==> config.mk <==
export PLATFORM = sky130hd
export DESIGN_NAME = hall_call_queue
export DESIGN_NICKNAME = d
export VERILOG_FILES = /design/src/rtl/hall_call_queue.sv
export SDC_FILE = /design/constraint.sdc
export NUM_CORES = 1
export LEC_CHECK = 0
export ABC_AREA = 0
export CAP_MARGIN = 10
export CORE_ASPECT_RATIO = 1.4
export CORE_UTILIZATION = 45
export DETAILED_ROUTE_END_ITERATION = 8
export PLACE_DENSITY = 0.66
export SLEW_MARGIN = 30
export SYNTH_ARGS = -nofsm -noshare
export SYNTH_HDL_FRONTEND = slang
export SYNTH_SLANG_ARGS = --single-unit
==> constraint.sdc <==
create_clock -name clk -period 10.4 [get_ports clk]
set_clock_uncertainty 0.05 [all_clocks]
set_input_delay 2.08 -clock clk [delete_from_list [all_inputs] [get_ports clk]]
set_output_delay 2.08 -clock clk [all_outputs]
set_load 0.01 [all_outputs]
==> src/rtl/hall_call_queue.sv <==
// Hall-call request queue: latches hall-button presses into a pending mask and offers one
// pending floor at a time to the dispatcher, round-robin, with a rotate-on-timeout arbiter.
module hall_call_queue #(
  parameter int unsigned NUM_FLOORS     = 64,
  parameter int unsigned TIMEOUT_CYCLES = 255
) (
  input  logic                  clk,
  input  logic                  reset_n,
  input  logic [NUM_FLOORS-1:0] hall_button,
  input  logic                  clear_all,
  input  logic                  request_taken,
  output logic [NUM_FLOORS-1:0] requested_floor,
  output logic                  req_valid,
  output logic [NUM_FLOORS-1:0] pending_floors,
  output logic [6:0]            pending_count,
  output logic                  timeout_pulse
);

  localparam int unsigned IDX_W = (NUM_FLOORS > 1) ? $clog2(NUM_FLOORS) : 1;
  localparam int unsigned TMR_W = $clog2(TIMEOUT_CYCLES + 1);
  localparam int unsigned CNT_W = 7;

  typedef enum logic [1:0] {
    IDLE      = 2'd0,
    PRESENT   = 2'd1,
    WAIT_DROP = 2'd2
  } state_t;

  state_t                state, state_d;
  logic [IDX_W-1:0]      rr_ptr, rr_ptr_d;
  logic [IDX_W-1:0]      grant_idx, grant_idx_d;
  logic [IDX_W-1:0]      next_ptr;
  logic [TMR_W-1:0]      timer, timer_d;
  logic [NUM_FLOORS-1:0] pending_d;
  logic [NUM_FLOORS-1:0] req_floor_d;
  logic [NUM_FLOORS-1:0] retire_mask;
  logic                  req_valid_d;
  logic                  pulse_d;
  logic [CNT_W-1:0]      count_d;
  logic                  win_found;
  logic [IDX_W-1:0]      win_idx;
  int unsigned           cand;

  // Round-robin search: first pending floor at or above rr_ptr, wrapping to floor 0.
  always_comb begin
    win_found = 1'b0;
    win_idx   = '0;
    cand      = 0;
    for (int unsigned off = 0; off < NUM_FLOORS; off++) begin
      cand = 32'(rr_ptr) + off;
      if (cand >= NUM_FLOORS) cand = cand - NUM_FLOORS;
      if (!win_found && pending_floors[IDX_W'(cand)]) begin
        win_found = 1'b1;
        win_idx   = IDX_W'(cand);
      end
    end
  end

  assign next_ptr = (grant_idx == IDX_W'(NUM_FLOORS - 1)) ? '0 : grant_idx + IDX_W'(1);

  // Next-state and next-output logic.
  always_comb begin
    state_d     = state;
    rr_ptr_d    = rr_ptr;
    grant_idx_d = grant_idx;
    timer_d     = timer;
    req_floor_d = requested_floor;
    req_valid_d = req_valid;
    pulse_d     = 1'b0;
    retire_mask = '0;
    pending_d   = pending_floors;

    if (clear_all) begin
      pending_d   = '0;
      req_valid_d = 1'b0;
      req_floor_d = '0;
      timer_d     = '0;
      state_d     = IDLE;
    end else begin
      case (state)
        IDLE: begin
          if (win_found && !request_taken) begin
            req_floor_d          = '0;
            req_floor_d[win_idx] = 1'b1;
            grant_idx_d          = win_idx;
            req_valid_d          = 1'b1;
            timer_d              = '0;
            state_d              = PRESENT;
          end
        end
        PRESENT: begin
          timer_d = timer + TMR_W'(1);
          if (request_taken) begin
            retire_mask = requested_floor;
            rr_ptr_d    = next_ptr;
            req_valid_d = 1'b0;
            req_floor_d = '0;
            state_d     = WAIT_DROP;
          end else if (timer == TMR_W'(TIMEOUT_CYCLES - 1)) begin
            rr_ptr_d    = next_ptr;
            pulse_d     = 1'b1;
            req_valid_d = 1'b0;
            req_floor_d = '0;
            timer_d     = '0;
            state_d     = IDLE;
          end
        end
        WAIT_DROP: begin
          if (!request_taken) state_d = IDLE;
        end
        default: begin
          req_valid_d = 1'b0;
          req_floor_d = '0;
          state_d     = IDLE;
        end
      endcase
      // Retire beats a same-cycle press of the floor being accepted.
      pending_d = (pending_floors | hall_button) & ~retire_mask;
    end
  end

  always_comb begin
    count_d = '0;
    for (int unsigned i = 0; i < NUM_FLOORS; i++) begin
      count_d = count_d + CNT_W'(pending_d[i]);
    end
  end

  always_ff @(posedge clk or negedge reset_n) begin
    if (!reset_n) begin
      state           <= IDLE;
      rr_ptr          <= '0;
      grant_idx       <= '0;
      timer           <= '0;
      requested_floor <= '0;
      req_valid       <= 1'b0;
      pending_floors  <= '0;
      pending_count   <= '0;
      timeout_pulse   <= 1'b0;
    end else begin
      state           <= state_d;
      rr_ptr          <= rr_ptr_d;
      grant_idx       <= grant_idx_d;
      timer           <= timer_d;
      requested_floor <= req_floor_d;
      req_valid       <= req_valid_d;
      pending_floors  <= pending_d;
      pending_count   <= count_d;
      timeout_pulse   <= pulse_d;
    end
  end

endmodule

==> results.yml <==
synthesis:
  syn_inst: 2469
  yosysMostFrequentCell: "nor2_1"
  ys_seq_elements: 159
  yosysSeqAreaShare_pct: 18.0
  ys_top_cells_by_count: "233 x nor2_1, 189 x nand2_1, 162 x mux4_2"
  ys_warn_count: 0
  synth_edf_count: 0
  synth_ff_type: "dfrtp_1"
  synth.area.top_cells: "dfrtp_1 18%, mux4_2 17%, mux2i_1 6.4%"
  yosysUniqueCellTypes: 94
  yosysTopAreaCell: "dfrtp_1"
  synth_top_area_share_pct: 18.0
  synth.net_count: 2626
  syn_avg_cell_area_sq_um: 8.93
  synth-async-reset-ratio_pct: 100
  syn-cell-area_sq_um: 22000
worst_setup_path:
  path_max_fanout: 33
  setup.worst_path.class: "in2reg"
  rrSetupSlack_ps: 1460
  cp_top_family: "adder cells"
  slowest_delay_ps: 730
  path_cells: "clkdlybuf4s50_1, and3_2, buf_4, a211oi_1, fa_1, inv_1, fa_1, fa_1, inv_1, fa_1, fa_1, fa_1, fa_1, fa_1, inv_1, fa_1, inv_1, a21oi_1, o21bai_1, a21o_1, a21o_1"
  critPathLaunchType: "input port"
  required_ps: 10740
  end_kind: "flip-flop"
  cp_slowest_cell: "and3_2"
  worstPathBufferInverterCount: 6
  cp_common_cell: "fa_1"
  crit_start: "request_taken"
  arrival_ps: 9470
  timing.rr.start: "rr_ptr[1]$_DFFE_PN0P_"
clock_tree:
  cts_tree: "done"
  postCtsSetupRepairBufs: 0
  insertion_delay_ps: 450
  clk_pin_slew_worst_paths_ps: 70
  clockBufferDepth: 2
  htreeDepth: 4
  cts.repair.resized: 0
  cts_hold_buffers: 0
  numCtsBuffers: 17
  cts_sinks: 159
  cts_root_buffer: "clkbuf_16"
placed_design:
  dpl_cell_area_sq_um: 25700
  gp_congestion: 1.13
  numPortBuffers: 204
  place_hpwl_mm: 101
cells_and_area:
  syn2layout_area_growth_pct: 19.8
  finish.utilization_pct: 54.8
  fin_area_sq_um: 26400
  drive_gt1_share_pct: 18.0
  nNetsFinal: 2855
timing:
  setup_tns_ps: 0
  min_period_over_period_pct: 87.8
  finalSetupViolCount: 0
  maxSlewHeadroom_pct: 24.4
  hold_viol_final: 0
  fin_crit_ps: 9130
  drv_slew: 0
  max_freq_mhz: 109
  fin_hold_ws_ps: 455
  rsz0062_at_grt: "no"
  tightest_slew_ps: 1110
floorplanning:
  core-area_sq_um: 48100
  fp.dieW_microns: 189
  fp-row-count: 95
  initial_core_util_pct: 45.8
  die_area_sq_um: 49900
  die_h_microns: 264
  io_pins: 205
global_route:
  grt_first_pass_wirelength_mm: 185
  antenna_found_initial: 10
  grt_pass1_vias: 25549
  overflow: 0
  grt_start_max_net_pins: 81
  grtUsageTotal_pct: 52.1
route:
  wl_per_cell_microns: 39.1
  wl_mm: 131
  antenna_left: 0
  firstDrtPassIters: 7
  drc: 0
  dr_total_vias: 25845
  drtIter0Drc: 3895
  vias_per_cell: 7.73
hold_path:
  hp-class: "reg2reg"
  hp-start: "req_valid$_DFFE_PN0P_"
flow_run:
  maxCapViolCount: 0
outcome:
  outcome: "completed"
[registers in the layout, summed over array words and instances, names as in the netlist]
signal / cells
grant_idx: 6
pending_count: 7
pending_floors: 64
req_valid: 1
requested_floor: 64
rr_ptr: 6
state: 2
timeout_pulse: 1
timer: 8
[tightest hold or removal path, stage by stage (launching register included)]
cell and delay, ps:
dfrtp_1 350, nand2_1 50, nand2_1 60
[cell usage in the layout (no fill, tap or decap), drive strengths merged, types with 16 or more instances in the layout]
| cell | Yosys | layout |
|---|---|---|
| nor2 | 235 | 235 |
| clkdlybuf4s50 | 0 | 202 |
| nand2 | 192 | 192 |
| buf | 72 | 178 |
| mux4 | 162 | 162 |
| dfrtp | 159 | 159 |
| mux2i | 141 | 141 |
| inv | 122 | 128 |
| o21ai | 119 | 119 |
| a21oi | 117 | 117 |
| a32o | 69 | 69 |
| xnor2 | 66 | 66 |
| nand3 | 64 | 64 |
| nor3 | 60 | 60 |
| a211oi | 55 | 55 |
| fa | 54 | 54 |
| a211o | 43 | 43 |
| mux2 | 42 | 42 |
| ha | 35 | 35 |
| o22ai | 33 | 33 |
| nand4 | 32 | 32 |
| a31oi | 30 | 30 |
| a22oi | 28 | 28 |
| and2 | 27 | 27 |
| nand2b | 24 | 24 |
| nor2b | 23 | 23 |
| nor4 | 23 | 23 |
| and3 | 22 | 22 |
| or2 | 19 | 19 |
| clkbuf | 98 | 18 |
| a21o | 16 | 16 |
[worst paths after layout]
check,cells past startpoint,to
worst min register to register,2,req_valid$_DFFE_PN0P_
max in group asynchronous,2,pending_floors[52]$_DFF_PN0_
worst max register to register,24,requested_floor[27]$_DFFE_PN0P_
min in group asynchronous,1,timer[1]$_DFFE_PN0P_
worst max-delay path,21,pending_count[6]$_DFF_PN0_
worst min-delay path,2,req_valid$_DFFE_PN0P_
[per-layer routing]
metal | GRT usage [%] | part of all wire [%] | up-vias
li1 | - | - | 10054
met5 | 0.592 | 0.079 | -
met3 | 16.3 | 12 | 943
met1 | 54.0 | 31 | 12284
met4 | 52.1 | 13 | 14
met2 | 82.0 | 45 | 2550
[cell type report]
cell class	instances	area (sq um)
Clock inverter	14	128
Tap cell	630	788
Fill cell	4205	21700
Antenna cell	4	10.0
Multi-Input combinational cell	2013	17100
Inverter	127	477
Clock buffer	18	429
Timing Repair Buffer	380	3530
Sequential cell	159	3990
[logic make-up (layout without fill, tap and decap cells)]
family | after synthesis | after routing | synth area share, %
XOR/XNOR | 75 | 75 | 2.98
other | 0 | 4 | 0
AND/OR/NAND/NOR | 783 | 783 | 17.4
adder cells (fa/ha/maj) | 89 | 89 | 6.89
multiplexers | 345 | 345 | 25.1
buffers and inverters | 297 | 539 | 5.78
flip-flops | 159 | 159 | 18.0
AO/OA/AOI/OAI | 721 | 721 | 23.8
[metrics by stage]
| stage | setup slack [ps] | std cells |
|---|---|---|
| final | 1270 | 3345 |
| after global routing | 1050 | 3341 |
| after CTS | 1330 | 3340 |
| after detailed placement | 923 | 3308 |
| after global placement | 1130 | 3308 |
| after floorplan | 2280 | 2469 |
Power is left out: the tool's default activity adds up to more than one toggle a clock period on the data nets, which glitch-free logic cannot reach.
